==> config.mk <==
export PLATFORM = sky130hd
export DESIGN_NAME = fb_scanout
export DESIGN_NICKNAME = d
export VERILOG_FILES = /design/src/rtl/fb_scanout_pkg.sv /design/src/rtl/fb_scanout_vga_timing.sv /design/src/rtl/fb_scanout.sv
export SDC_FILE = /design/constraint.sdc
export NUM_CORES = 1
export LEC_CHECK = 0
export ABC_CLOCK_PERIOD_IN_PS = 2910
export CAP_MARGIN = 15
export CORE_ASPECT_RATIO = 1.25
export CORE_MARGIN = 3
export CORE_UTILIZATION = 63
export CTS_CLUSTER_DIAMETER = 80
export CTS_CLUSTER_SIZE = 12
export DETAILED_ROUTE_END_ITERATION = 6
export DONT_BUFFER_PORTS = 1
export PLACE_DENSITY = 0.76
export SYNTH_ARGS = -nofsm -noshare
export SYNTH_HDL_FRONTEND = slang
export SYNTH_SLANG_ARGS = --single-unit
==> constraint.sdc <==
create_clock -name clk -period 2.91 [get_ports clk]
set_input_delay 0.7275 -clock clk [delete_from_list [all_inputs] [get_ports clk]]
set_output_delay 0.7275 -clock clk [all_outputs]
set_load 0.05 [all_outputs]
==> src/rtl/fb_scanout_pkg.sv <==
// Shared VGA timing constants, frame-buffer geometry and pixel types for fb_scanout.
package fb_scanout_pkg;

  localparam int H_VIS   = 640;
  localparam int H_FP    = 16;
  localparam int H_SYNC  = 96;
  localparam int H_BP    = 48;
  localparam int H_TOTAL = H_VIS + H_FP + H_SYNC + H_BP;  // 800

  localparam int V_VIS   = 480;
  localparam int V_FP    = 10;
  localparam int V_SYNC  = 2;
  localparam int V_BP    = 33;
  localparam int V_TOTAL = V_VIS + V_FP + V_SYNC + V_BP;  // 525

  localparam int FB_W     = 160;
  localparam int FB_H     = 120;
  localparam int FB_DEPTH = FB_W * FB_H;
  localparam int FB_AW    = 15;
  localparam int CNT_W    = 10;

  typedef logic [2:0]       pix_t;
  typedef logic [FB_AW-1:0] fb_addr_t;
  typedef logic [CNT_W-1:0] cnt_t;

  // Per-pixel scan state that travels down the output pipeline.
  typedef struct packed {
    logic visible;
    logic hsync_n;
    logic vsync_n;
  } scan_ctl_t;

  localparam scan_ctl_t SCAN_CTL_RST = '{visible: 1'b0, hsync_n: 1'b1, vsync_n: 1'b1};

  // row*160 + col using shifts only; fits in 15 bits for row<120, col<160.
  function automatic fb_addr_t fb_index(input logic [6:0] row, input logic [7:0] col);
    return (fb_addr_t'(row) << 7) + (fb_addr_t'(row) << 5) + fb_addr_t'(col);
  endfunction

endpackage

==> src/rtl/fb_scanout_vga_timing.sv <==
// VGA raster generator: 25 MHz pixel enable from a 50 MHz clock, h/v counters,
// raw active-low syncs and the visible-area flag.
module vga_timing
  import fb_scanout_pkg::*;
#(
  parameter int H_VIS  = fb_scanout_pkg::H_VIS,
  parameter int H_FP   = fb_scanout_pkg::H_FP,
  parameter int H_SYNC = fb_scanout_pkg::H_SYNC,
  parameter int H_BP   = fb_scanout_pkg::H_BP,
  parameter int V_VIS  = fb_scanout_pkg::V_VIS,
  parameter int V_FP   = fb_scanout_pkg::V_FP,
  parameter int V_SYNC = fb_scanout_pkg::V_SYNC,
  parameter int V_BP   = fb_scanout_pkg::V_BP
) (
  input  logic      clk,
  input  logic      reset,
  output logic      pix_en,
  output cnt_t      hcnt,
  output cnt_t      vcnt,
  output scan_ctl_t ctl
);

  localparam cnt_t H_LAST  = cnt_t'(H_VIS + H_FP + H_SYNC + H_BP - 1);
  localparam cnt_t V_LAST  = cnt_t'(V_VIS + V_FP + V_SYNC + V_BP - 1);
  localparam cnt_t H_VIS_C = cnt_t'(H_VIS);
  localparam cnt_t V_VIS_C = cnt_t'(V_VIS);
  localparam cnt_t HS_BEG  = cnt_t'(H_VIS + H_FP);
  localparam cnt_t HS_END  = cnt_t'(H_VIS + H_FP + H_SYNC);
  localparam cnt_t VS_BEG  = cnt_t'(V_VIS + V_FP);
  localparam cnt_t VS_END  = cnt_t'(V_VIS + V_FP + V_SYNC);

  logic phase_q, phase_d;
  cnt_t hcnt_q, hcnt_d;
  cnt_t vcnt_q, vcnt_d;

  // Phase 0 after reset makes the very first clk a pixel clk.
  assign pix_en = ~phase_q;

  always_comb begin
    // NOTE: every _d starts from its hold value so no branch can leave it unassigned and infer a latch.
    phase_d = ~phase_q;
    hcnt_d  = hcnt_q;
    vcnt_d  = vcnt_q;
    if (pix_en) begin
      if (hcnt_q == H_LAST) begin
        hcnt_d = '0;
        vcnt_d = (vcnt_q == V_LAST) ? '0 : vcnt_q + 1'b1;
      end else begin
        hcnt_d = hcnt_q + 1'b1;
      end
    end
  end

  always_comb begin
    ctl.visible = (hcnt_q < H_VIS_C) && (vcnt_q < V_VIS_C);
    ctl.hsync_n = !((hcnt_q >= HS_BEG) && (hcnt_q < HS_END));
    ctl.vsync_n = !((vcnt_q >= VS_BEG) && (vcnt_q < VS_END));
  end

  always_ff @(posedge clk or posedge reset) begin
    if (reset) begin
      phase_q <= 1'b0;
      hcnt_q  <= '0;
      vcnt_q  <= '0;
    end else begin
      // NOTE: non-blocking assignments so every flop samples pre-edge values regardless of statement order.
      phase_q <= phase_d;
      hcnt_q  <= hcnt_d;
      vcnt_q  <= vcnt_d;
    end
  end

  assign hcnt = hcnt_q;
  assign vcnt = vcnt_q;

endmodule

==> src/rtl/fb_scanout.sv <==
// Frame-buffer scanout: 4x4-replicated 160x120 image on 640x480@60 VGA, with
// double-buffer swap at the start of vblank when FB_SCANOUT_DOUBLE_BUF_EN is defined.
module fb_scanout
  import fb_scanout_pkg::*;
#(
  parameter int H_VIS  = fb_scanout_pkg::H_VIS,
  parameter int H_FP   = fb_scanout_pkg::H_FP,
  parameter int H_SYNC = fb_scanout_pkg::H_SYNC,
  parameter int H_BP   = fb_scanout_pkg::H_BP,
  parameter int V_VIS  = fb_scanout_pkg::V_VIS,
  parameter int V_FP   = fb_scanout_pkg::V_FP,
  parameter int V_SYNC = fb_scanout_pkg::V_SYNC,
  parameter int V_BP   = fb_scanout_pkg::V_BP
) (
  input  logic             clk,
  input  logic             reset,
  output logic [FB_AW-1:0] fb_addr,
  input  logic [2:0]       fb_data,
  input  logic             swap_req,
  output logic             swap_ack,
  output logic             disp_buf,
  output logic             draw_buf,
  output logic [2:0]       rgb,
  output logic             hsync,
  output logic             vsync,
  output logic             frame_start
);

  logic      pix_en;
  cnt_t      hcnt, vcnt;
  scan_ctl_t ctl_raw;

  vga_timing #(
    .H_VIS (H_VIS), .H_FP (H_FP), .H_SYNC (H_SYNC), .H_BP (H_BP),
    .V_VIS (V_VIS), .V_FP (V_FP), .V_SYNC (V_SYNC), .V_BP (V_BP)
  ) u_timing (
    .clk    (clk),
    .reset  (reset),
    .pix_en (pix_en),
    .hcnt   (hcnt),
    .vcnt   (vcnt),
    .ctl    (ctl_raw)
  );

  fb_addr_t  fb_addr_q, fb_addr_d;
  pix_t      pix_q, pix_d;
  scan_ctl_t ctl_q, ctl_d;
  pix_t      rgb_q, rgb_d;
  logic      hsync_q, hsync_d;
  logic      vsync_q, vsync_d;
  logic      frame_start_q, frame_start_d;

  // pix_en clk: issue the address and stage scan state; next clk: capture read data.
  // rgb and both syncs leave from the same staged state, so they stay aligned.
  always_comb begin
    fb_addr_d     = fb_addr_q;
    pix_d         = pix_q;
    ctl_d         = ctl_q;
    rgb_d         = rgb_q;
    hsync_d       = hsync_q;
    vsync_d       = vsync_q;
    frame_start_d = 1'b0;
    if (pix_en) begin
      if (ctl_raw.visible) begin
        fb_addr_d = fb_index(vcnt[8:2], hcnt[9:2]);
      end
      ctl_d         = ctl_raw;
      rgb_d         = ctl_q.visible ? pix_q : '0;
      hsync_d       = ctl_q.hsync_n;
      vsync_d       = ctl_q.vsync_n;
      frame_start_d = (hcnt == '0) && (vcnt == '0);
    end else begin
      pix_d = fb_data;
    end
  end

  always_ff @(posedge clk or posedge reset) begin
    if (reset) begin
      fb_addr_q     <= '0;
      pix_q         <= '0;
      ctl_q         <= SCAN_CTL_RST;
      rgb_q         <= '0;
      hsync_q       <= 1'b1;
      vsync_q       <= 1'b1;
      frame_start_q <= 1'b0;
    end else begin
      fb_addr_q     <= fb_addr_d;
      pix_q         <= pix_d;
      ctl_q         <= ctl_d;
      rgb_q         <= rgb_d;
      hsync_q       <= hsync_d;
      vsync_q       <= vsync_d;
      frame_start_q <= frame_start_d;
    end
  end

  assign fb_addr     = fb_addr_q;
  assign rgb         = rgb_q;
  assign hsync       = hsync_q;
  assign vsync       = vsync_q;
  assign frame_start = frame_start_q;

`ifdef FB_SCANOUT_DOUBLE_BUF_EN
  localparam cnt_t V_SWAP = cnt_t'(V_VIS);

  logic disp_buf_q, disp_buf_d;
  logic swap_ack_q, swap_ack_d;

  // Swap only on the first pixel of vblank so a displayed frame never tears.
  always_comb begin
    swap_ack_d = pix_en && swap_req && (hcnt == '0) && (vcnt == V_SWAP);
    disp_buf_d = disp_buf_q ^ swap_ack_d;
  end

  always_ff @(posedge clk or posedge reset) begin
    if (reset) begin
      disp_buf_q <= 1'b0;
      swap_ack_q <= 1'b0;
    end else begin
      disp_buf_q <= disp_buf_d;
      swap_ack_q <= swap_ack_d;
    end
  end

  assign disp_buf = disp_buf_q;
  assign draw_buf = ~disp_buf_q;
  assign swap_ack = swap_ack_q;
`else
  // Single shared buffer: painter and scanout both use buffer 0.
  logic unused_swap_req;
  assign unused_swap_req = swap_req;
  assign disp_buf        = 1'b0;
  assign draw_buf        = 1'b0;
  assign swap_ack        = 1'b0;
`endif

endmodule

; Yosys cells after proc, flatten, opt, wreduce, memory -nomap -nowiden
; Index checks and enable logic that the tools add are counted.
; Widths: inputs -> output; s select.
[op_classes]
addsub = 4
multipliers = 0
div = 0
order_cmp = 6
n_eq_ne = 2
n_shift = 0
mux = 4
n_bitwise = 1
n_reduce_logical = 10
[ops]
columns = op, n
row1 = $add 10x1->10 const B, 2
row2 = $eq 10x10->1 const B, 2
row3 = $logic_not 10->1, 2
row4 = $lt 10x10->1 const B, 2
row5 = $lt 10x9->1 const B, 2
row6 = $mux 10, 2
row7 = $add 14x12->15, 1
row8 = $add 15x8->15, 1
row9 = $ge 10x10->1 const B, 1
row10 = $ge 10x9->1 const B, 1
row11 = $logic_and 1x1->1, 4
row12 = $reduce_and 2->1, 2
row13 = $mux 3, 1
row14 = $logic_not 1->1, 2
row15 = $mux 1, 1
row16 = $not 1->1, 1
[word_totals]
register_bits = 48
latch_bits = 0
ramBits = 0
rom_bits = 0
in_bits = 6
output_inout_bits = 24
word_cells = 39
mem_count = 0

; Logic depth before layout (Yosys ltp)
; Gate-level depths: netlist of run 1.
[logic_depth]
depth_word = 3
depth_mapped = 8
depth_no_buf = 8

; Modules after synthesis
; From an unflattened synthesis of run 1, not the netlist that was laid out.
[unflattened]
hier_cells = 245
hier_area_um2 = 2633.8
[by_module_without_submodules]
columns = mod, n_inst, cells_per_inst, area_each_um2, seq_area_each_um2
row1 = fb_scanout, 1, 138, 1515.2, 680.7
row2 = vga_timing, 1, 107, 1118.6, 525.5

; Worst setup path after synthesis of run 1
; No wires, ideal clock.
[synth_path]
path_kind = register to register
from = register u_timing.vcnt_q[2] (netlist: u_timing.vcnt[2])
to = register fb_addr_q[13] (netlist: fb_addr[13])
setup_ns = 0.069
arrival_time_ns = 2.246
required_ns = 2.841
path_slack_ns = 0.595
stages_incl_launch_ff = 9
n_path_buf = 0
synth_period_minus_slack_ns = 2.315
cell_sequence = dfrtp_1 -> inv_1 -> fa_1 -> inv_1 -> ha_1 -> a21o_1 -> a21o_1 -> or4_1 -> nand3_1
[synth_via]
elab_chain_len = 3
elab_cells_between_ends = 5
classes_between = 2 x add/sub / 1 x order compare / 2 x reduce/logical
[synth_lines]
columns = item, line
row1 = start: declaration, fb_scanout_vga_timing.sv:34  ; cnt_t vcnt_q, vcnt_d;
row2 = start signal: assignment, fb_scanout_vga_timing.sv:69  ; vcnt_q <= vcnt_d;
row3 = "parallel branches: the longest is 3 deep, another holds $add 14x12->15", -
row4 = end signal: assignment, fb_scanout.sv:87  ; fb_addr_q <= fb_addr_d;
row5 = end: declaration, fb_scanout.sv:45  ; fb_addr_t fb_addr_q, fb_addr_d;
; Several ways; the timed one is not identified.
; A chain may end at the register's enable or synchronous reset.

; Final worst setup path of run 1
; Same ends and word-level chain as after synthesis.

==> results of run 1 <==
## stage by stage
| stage | total power [uW] | util [%] | hold slack [ns] | cells | worst slack, ns |
|---|---|---|---|---|---|
| after global placement | 719.5 | 68.79 | 0.4558 | 304 | 0.4337 |
| after floorplan | 718.5 | - | 0.4408 | 259 | 0.5949 |
| after detailed placement | 720.2 | 68.79 | 0.4571 | 304 | 0.3981 |
| after global routing | 1239 | 71.71 | 0.5172 | 312 | 0.2056 |
| after CTS | 1208 | 71.71 | 0.4735 | 312 | 0.3571 |
| final | 1194 | 71.71 | 0.4744 | 312 | 0.3656 |
## registers in the layout, summed over array words and instances (netlist names)
signal / cells
vsync: 1
frame_start: 1
fb_addr: 15
ctl_q: 3
u_timing.hcnt: 10
u_timing.phase_q: 1
rgb: 3
u_timing.vcnt: 10
pix_q: 3
hsync: 1
## cells in the final DEF, fill, tap and decap left out, types with 2 or more instances in the layout
master    synthesis  final
nand3_1           9      9
o21a_1            5      5
inv_1            16     15
xnor2_1           6      6
nand2_1          31     31
dfrtp_1          44     44
nor3_1            3      3
o31ai_1           2      2
a31oi_1           3      3
dfstp_2           4      4
clkbuf_8          0      5
fa_1              2      2
ha_1             17     17
o21ai_0          18     18
nor4_1            4      4
conb_1            1      3
mux2i_1           2      2
or2_2             2      2
nand4_1           6      6
nor2_1           12     12
o211ai_1          2      2
xor2_1            7      7
and4_1            3      3
mux2_2           11     11
a21o_1            3      3
and3_1            3      3
a21oi_1           5      5
## cells by family after synthesis
| group | synth area share [%] |
|---|---|
| and+or+nand+nor | 20.80 |
| DFF | 44.86 |
| AOI/OAI and AO/OA | 10.75 |
| buffers and inverters | 4.467 |
| adders and majority gates | 9.400 |
| xor gates and xnor gates | 4.235 |
| muxes | 5.351 |
| other | 0.1395 |
## final cells by class
type | instances | area share (%)
Multi-Input combinational cell | 185 | 48.47
Timing Repair Buffer | 1 | 0.2656
Clock inverter | 3 | 1.638
Clock buffer | 5 | 2.435
Inverter | 16 | 2.125
Sequential cell | 48 | 42.67
Tap cell | 54 | 2.390
## layer usage
metal	share of wire, %	vias up	routed length, um	track usage [%]
met3	4.9	6	231	4.950
met2	49	44	2340	36.98
met4	1.7	0	82	8.457
met1	44	879	2103	26.38
met5	0	-	0	0
li1	-	911	-	-
## power groups by stage
stage | Combinational [uW] | Sequential (uW) | Clock [uW]
floorplan | 25.2 | 693 | 0
global placement | 25.7 | 694 | 0
detailed placement | 26.2 | 694 | 0
CTS | 26.1 | 681 | 501
global route | 29.1 | 681 | 528
finish | 24.8 | 681 | 489
## critical path, stage by stage (launching register included)
cell and delay, ns:
dfrtp_1 0.52, inv_1 0.10, fa_1 0.58, inv_1 0.06
ha_1 0.29, a21o_1 0.21, a21o_1 0.16, or4_1 0.47
nand3_1 0.09
## path summary, 6_finish.rpt
path | from | endpoint | slack, ns | depth (start not counted)
hold reg to reg | ctl_q[1]$_DFFE_PP1N_ | ctl_q[1]$_DFFE_PP1N_ | 0.47 | 2
min in group asynchronous | reset | frame_start$_DFF_PP0_ | 0.50 | 1
max in group asynchronous | reset | u_timing.vcnt[7]$_DFFE_PP0P_ | 1.83 | 1
setup / recovery | u_timing.vcnt[2]$_DFFE_PP0P_ | fb_addr[13]$_DFFE_PP0P_ | 0.37 | 8
setup reg to reg | u_timing.vcnt[2]$_DFFE_PP0P_ | fb_addr[13]$_DFFE_PP0P_ | 0.37 | 8
hold / removal | ctl_q[1]$_DFFE_PP1N_ | ctl_q[1]$_DFFE_PP1N_ | 0.47 | 2
==> results.toml, run 1 <==
[yosys]
ys_ff_latch = 48
ys_types = 56
syn_inst = 257
ys_seq_area_share_pct = 44.86
syn-cell-area_um2 = 2689
synth_ff_type = "dfrtp_1"
netlist.area_leader.share_pct = 40.95
synth.avg_cell_area_um2 = 10.46
yosysWarningCount = 0
synth-async-reset-ratio_pct = 100.0
synth_edf_count = 0
yosysTopAreaCell = "dfrtp_1"
synth_common_cells = "dfrtp_1, nand2_1, o21ai_0, ha_1, inv_1"
synthTopCellsByArea = "dfrtp_1, ha_1, mux2_2"
yosysMostFrequentCell = "dfrtp_1"

[critical_path]
worstPathRequired_ns = 3.15
critPathArrivalTime_ns = 2.79
crit_path_end_kind = "register"
startpoint_type = "register"
path_max_fanout = 10
worstSetupPathType = "register to register"

[final_layout]
area_growth_pct = 5.119
drive_above_1_share_pct = 13.57
seq_area_um2 = 1206
nets = 282
fin_area_um2 = 2826
multiInputGateArea_um2 = 1370
fillers = 310
diodes = 0

[power]
combPwrFrac_pct = 2.1
leakagePower_uw = 0.001340
vdd_drop_max_mv = 0.3340
power_switching_uw = 262.1
p_per_area_nw_per_um2 = 422.6
p_seq_share_pct = 57.0
p_sw_share_pct = 21.94
internal-power_uw = 932.3
p_clk_share_pct = 40.9

[sta]
skew_ns = 0.009964
post-route-min-period_ns = 2.544
hold_viol_final = 0
finalCritPeriodShare_pct = 87.44
rsz0062_at_grt = "no"
timing.fmax_mhz = 393.0
slew_violations = 0
tightestPinTransition_ns = 0.9363
tns_ns = 0
setup_violations = 0
relSlewSlack_pct = 37.49

[drt]
viasPerCell = 5.897
ant_nets = 0
firstDrtPassIters = 4
wire_per_inst_um = 15.25
num_vias = 1840
drcViolationCount = 0
wl_mm = 4.758
drtIter0Drc = 96

[clocking]
post_cts_buffers = 0
clk_latency_ns = 0.31
clk_path_buf_depth = 2
root_buffer = "clkbuf_8"
clk_pin_slew_ns = 0.09
holdBufCountCts = 0
clkSinkCount = 48
htreeDepth = 2
cts_resized = 0
numCtsBuffers = 5
cts_tree = "yes"

[placed_design]
place_congestion = 0.8521
port_buffers = 0
placed_area_um2 = 2711
place_hpwl_mm = 3.443

[global_routing]
grt_usage_pct = 21.63
antenna_found_initial = 0
grt_pass1_wl_mm = 8.535
overflow = 0
grt_pass1_vias = 1860
grt_max_degree = 49

[worst_hold_path]
hold_class = "register to register"

[run_status]
status = "finished, final reports clean"

[floorplanning]
rows = 25
start_util_pct = 68.22
fp.dieW_um = 64.43
die_y_um = 79.04
boundaryPins = 30
die_area_um2 = 5093
coreArea_um2 = 3941

[run]
max-cap-violations = 0
Note: power is estimated with default switching activity, not from simulation.
==> run 2, diff against run 1 <==
- PLACE_DENSITY: 0.76 -> 0.78
- TNS_END_PERCENT: default -> 5
==> run 2 against run 1 <==
  * Clock power decreased by 15%
  * Flip-flop and latch count unchanged
  * Largest power group unchanged
  * Global-route usage rose by 0.36 points
  * Critical path depth unchanged
  * Non-clock buffer count stayed put
  * Maximum frequency down 0.91%
  * Via count barely moved
  * Die area stayed put
  * First-iteration DRC count is 29% lower
  * Combinational power about the same
==> results.toml, run 2 (same netlist as run 1, synthesis figures left out) <==
[placed_design]
port_buffers = 0
place_congestion = 0.8462
placed_area_um2 = 2711
place_hpwl_mm = 3.533

[sta]
tightestPinTransition_ns = 0.9614
slew_violations = 0
finalCritPeriodShare_pct = 88.24
whs_ns = 0.4679
setup_violations = 0
tns_ns = 0
relSlewSlack_pct = 35.82
post-route-min-period_ns = 2.568
skew_ns = 0.003877
timing.fmax_mhz = 389.4
hold_viol_final = 0
rsz0062_at_grt = "no"

[drt]
num_vias = 1839
firstDrtPassIters = 4
wire_per_inst_um = 15.74
viasPerCell = 5.894
ant_nets = 0
drtIter0Drc = 68
drcViolationCount = 0
wl_mm = 4.912

[floorplanning]
coreArea_um2 = 3941
rows = 25
die_y_um = 79.04
fp.dieW_um = 64.43
die_area_um2 = 5093
start_util_pct = 68.22
boundaryPins = 30

[final_layout]
diodes = 0
fin_area_um2 = 2809
largest_reg_flops = 15
area_growth_pct = 4.467
nets = 282
drive_above_1_share_pct = 13.57
final_common_cell = "dfrtp_1"
final_cell_mix = "dfrtp_1, nand2_1, o21ai_0"

[global_routing]
grt_usage_pct = 21.99
grt_pass1_vias = 1870
top_usage_layer = "met2"
overflow = 0
grt_pass1_wl_mm = 8.680
use_met2_pct = 37.40
grt_max_degree = 49
antenna_found_initial = 0
grt_util_met1_pct = 27.00
met3_usage_pct = 5.233

[clocking]
root_buffer = "clkbuf_8"
holdBufCountCts = 0
clkSinkCount = 48
clk_pin_slew_ns = 0.09
clk_path_buf_depth = 2
post_cts_buffers = 0
htreeDepth = 2
cts_tree = "yes"
clk_latency_ns = 0.30
cts_resized = 0
numCtsBuffers = 5

[run]
max-cap-violations = 0

[worst_hold_path]
hold_depth = 2
hold_class = "register to register"

[critical_path]
startpoint_type = "register"
crit_path_end_kind = "register"
crit_slowest_cell = "fa_1"
critPathArrivalTime_ns = 2.81
path_max_fanout = 6
reg2reg_depth = 8
worstPathRequired_ns = 3.15
path_cells = "inv_1 > fa_1 > inv_1 > ha_1 > a21o_1 > a21o_1 > or4_1 > nand3_1"
crit_path_max_incr_delay_ns = 0.58
r2r_slack_ns = 0.34
worstSetupPathType = "register to register"

[power]
vdd_drop_max_mv = 0.2955
power.total_uw = 1123
p_per_area_nw_per_um2 = 399.9
leakagePower_uw = 0.001329

[run_status]
status = "finished, final reports clean"
run 2: path summary, 6_finish.rpt:
check	startpoint	to
hold / removal	ctl_q[1]$_DFFE_PP1N_	ctl_q[1]$_DFFE_PP1N_
setup reg to reg	u_timing.vcnt[4]$_DFFE_PP0P_	fb_addr[13]$_DFFE_PP0P_
setup / recovery	u_timing.vcnt[4]$_DFFE_PP0P_	fb_addr[13]$_DFFE_PP0P_
max in group asynchronous	reset	u_timing.vcnt[5]$_DFFE_PP0P_
hold reg to reg	ctl_q[1]$_DFFE_PP1N_	ctl_q[1]$_DFFE_PP1N_
min in group asynchronous	reset	ctl_q[2]$_DFFE_PP0N_
run 2: cell type report:
| type | count | area (um^2) |
|---|---|---|
| Timing Repair Buffer | 1 | 7.507 |
| Multi-Input combinational cell | 185 | 1370 |
| Tap cell | 54 | 67.56 |
| Inverter | 16 | 60.06 |
| Clock inverter | 2 | 15.01 |
| Clock buffer | 6 | 82.58 |
| Sequential cell | 48 | 1206 |
| Fill cell | 305 | 1132 |
run 2: power by group:
part,switching (uW),leakage [uW],internal (uW)
logic,22.2,0.000678,2.85
registers,10.3,0.000607,671
clock network,225,0.0000434,192
total,257,0.00133,866
run 2: critical path: cells and delay by family (launching register included):
family          cells  cell delay (ns)
simple gates        2             0.55
flops               1             0.47
buf+inv             2             0.24
fa+ha+maj           2             0.87
compound gates      2             0.38
run 2: stage by stage:
stage                     utilization [%]  instances  setup slack [ns]
after floorplan                         -        259            0.5949
after global placement              68.79        304            0.4354
after detailed placement            68.79        304            0.3807
after CTS                           71.27        312            0.3376
after global routing                71.27        312            0.1895
final                               71.27        312            0.3423
run 2: layer usage:
metal | share of wire, % | vias up
li1 | - | 915
met1 | 44 | 877
met2 | 50 | 38
met3 | 3.7 | 9
met4 | 1.9 | 0
met5 | 0 | -
==> run 3, diff against run 2 <==
- CORE_ASPECT_RATIO: 1.25 -> 1.5
==> run 3 against run 2 <==
  * Sequential share of layout area down 0.30 points
  * Global-route usage up 1.0 points
  * Register-to-register slack gained 0.05 ns
  * Clock power rose by 22%
  * Hold slack gained 0.036 ns
  * Cell count decreased by 2.6%
  * Utilization fell by 1.1 points
  * First-iteration DRC count grew 24%
  * Combinational power about the same
  * Via count up 0.27%
  * Clock skew grew 0.0080 ns
  * Critical path type unchanged
  * Largest cell class unchanged
==> results.toml, run 3 (same netlist as run 1, synthesis figures left out) <==
[run_status]
status = "finished, final reports clean"

[floorplanning]
die_y_um = 86.01
start_util_pct = 66.74
boundaryPins = 30
rows = 28
coreArea_um2 = 4029
die_area_um2 = 5104
fp.dieW_um = 59.34

[power]
leakagePower_uw = 0.001352
vdd_drop_max_mv = 0.4452
p_per_area_nw_per_um2 = 429.1

[global_routing]
antenna_found_initial = 0
grt_pass1_wl_mm = 8.956
grt_max_degree = 49
grt_usage_pct = 23.04
overflow = 0
grt_pass1_vias = 1927

[drt]
ant_nets = 0
drtIter0Drc = 84
drcViolationCount = 0
wire_per_inst_um = 16.82
wl_mm = 5.113
firstDrtPassIters = 4
viasPerCell = 6.066
num_vias = 1844

[final_layout]
fin_area_um2 = 2829
largest_reg_flops = 15
area_growth_pct = 5.212
nets = 283
final_cell_mix = "dfrtp_1, nand2_1, o21ai_0"
diodes = 0
post-route-util_pct = 70.22
layout.cells.non_filler = 304
drive_above_1_share_pct = 13.90
final_common_cell = "dfrtp_1"

[critical_path]
crit_slowest_cell = "fa_1"
crit_path_max_incr_delay_ns = 0.56
worstSetupPathType = "register to register"
path_cells = "inv_1 > fa_1 > inv_1 > ha_1 > a21o_1 > a21o_1 > or4_1 > nand3_1"
critPathArrivalTime_ns = 2.76
path_max_fanout = 6
worstPathRequired_ns = 3.16
startpoint_type = "register"
crit_path_end_kind = "register"
cp_top_family = "adder cells"
crit_buf_inv = 2

[run]
max-cap-violations = 0

[worst_hold_path]
hold_class = "register to register"

[sta]
skew_ns = 0.01190
rsz0062_at_grt = "no"
tns_ns = 0
whs_ns = 0.5037
hold_viol_final = 0
post-route-min-period_ns = 2.514
timing.fmax_mhz = 397.8
relSlewSlack_pct = 34.43
setup_violations = 0
tightestPinTransition_ns = 0.9822
slew_violations = 0
finalCritPeriodShare_pct = 86.39

[clocking]
clk_pin_slew_ns = 0.10
post_cts_buffers = 0
clk_path_buf_depth = 2
htreeDepth = 2
clkSinkCount = 48
holdBufCountCts = 0
clk_latency_ns = 0.31
root_buffer = "clkbuf_8"
cts_resized = 0
numCtsBuffers = 5
cts_tree = "yes"

[placed_design]
place_congestion = 0.9190
place_hpwl_mm = 3.615
placed_cells = 296
placed_area_um2 = 2708
port_buffers = 0
[run 3: final cells by class]
cell class,instances,area [um^2]
inverter,16,60.06
timing repair buffer,2,15.01
fill,313,1200
tap,45,56.30
clock inverter,2,38.79
sequential,48,1206
clock buffer,6,82.58
multi-input combinational,185,1370
[run 3: routing by layer]
metal | global-route usage [%] | wire length, um | up-vias
li1 | - | - | 909
met1 | 28.50 | 2172 | 899
met2 | 39.00 | 2715 | 28
met3 | 4.066 | 151 | 8
met4 | 8.866 | 73 | 0
met5 | 0 | 0 | -
[run 3: power breakdown]
group,switching [uW],internal (uW),total (uW)
logic,22.5,2.85,25.3
registers,10.1,671,681
clock network,227,281,508
[run 3: worst paths after layout]
path,from,endpoint,slack [ns],cells past startpoint
min in group asynchronous,reset,fb_addr[9]$_DFFE_PP0P_,0.52,1
max,u_timing.vcnt[4]$_DFFE_PP0P_,fb_addr[13]$_DFFE_PP0P_,0.40,8
min reg2reg,ctl_q[1]$_DFFE_PP1N_,ctl_q[1]$_DFFE_PP1N_,0.50,2
min,ctl_q[1]$_DFFE_PP1N_,ctl_q[1]$_DFFE_PP1N_,0.50,2
max reg2reg,u_timing.vcnt[4]$_DFFE_PP0P_,fb_addr[13]$_DFFE_PP0P_,0.40,8
max in group asynchronous,reset,u_timing.vcnt[9]$_DFFE_PP0P_,1.77,1
[run 3: worst register-to-register path, cell delays in order (launching register included)]
cell	delay, ns
dfrtp_1	0.46
inv_1	0.17
fa_1	0.57
inv_1	0.06
ha_1	0.29
a21o_1	0.21
a21o_1	0.17
or4_1	0.46
nand3_1	0.09
[run 3: stage by stage]
| step | power [uW] | setup slack, ns |
|---|---|---|
| 3_3_place_gp | 719.5 | 0.4290 |
| 6_report | 1214 | 0.3961 |
| 5_1_grt | 1255 | 0.2768 |
| 2_1_floorplan | 718.5 | 0.5949 |
| 4_1_cts | 1224 | 0.4124 |
| 3_5_place_dp | 720.3 | 0.4261 |
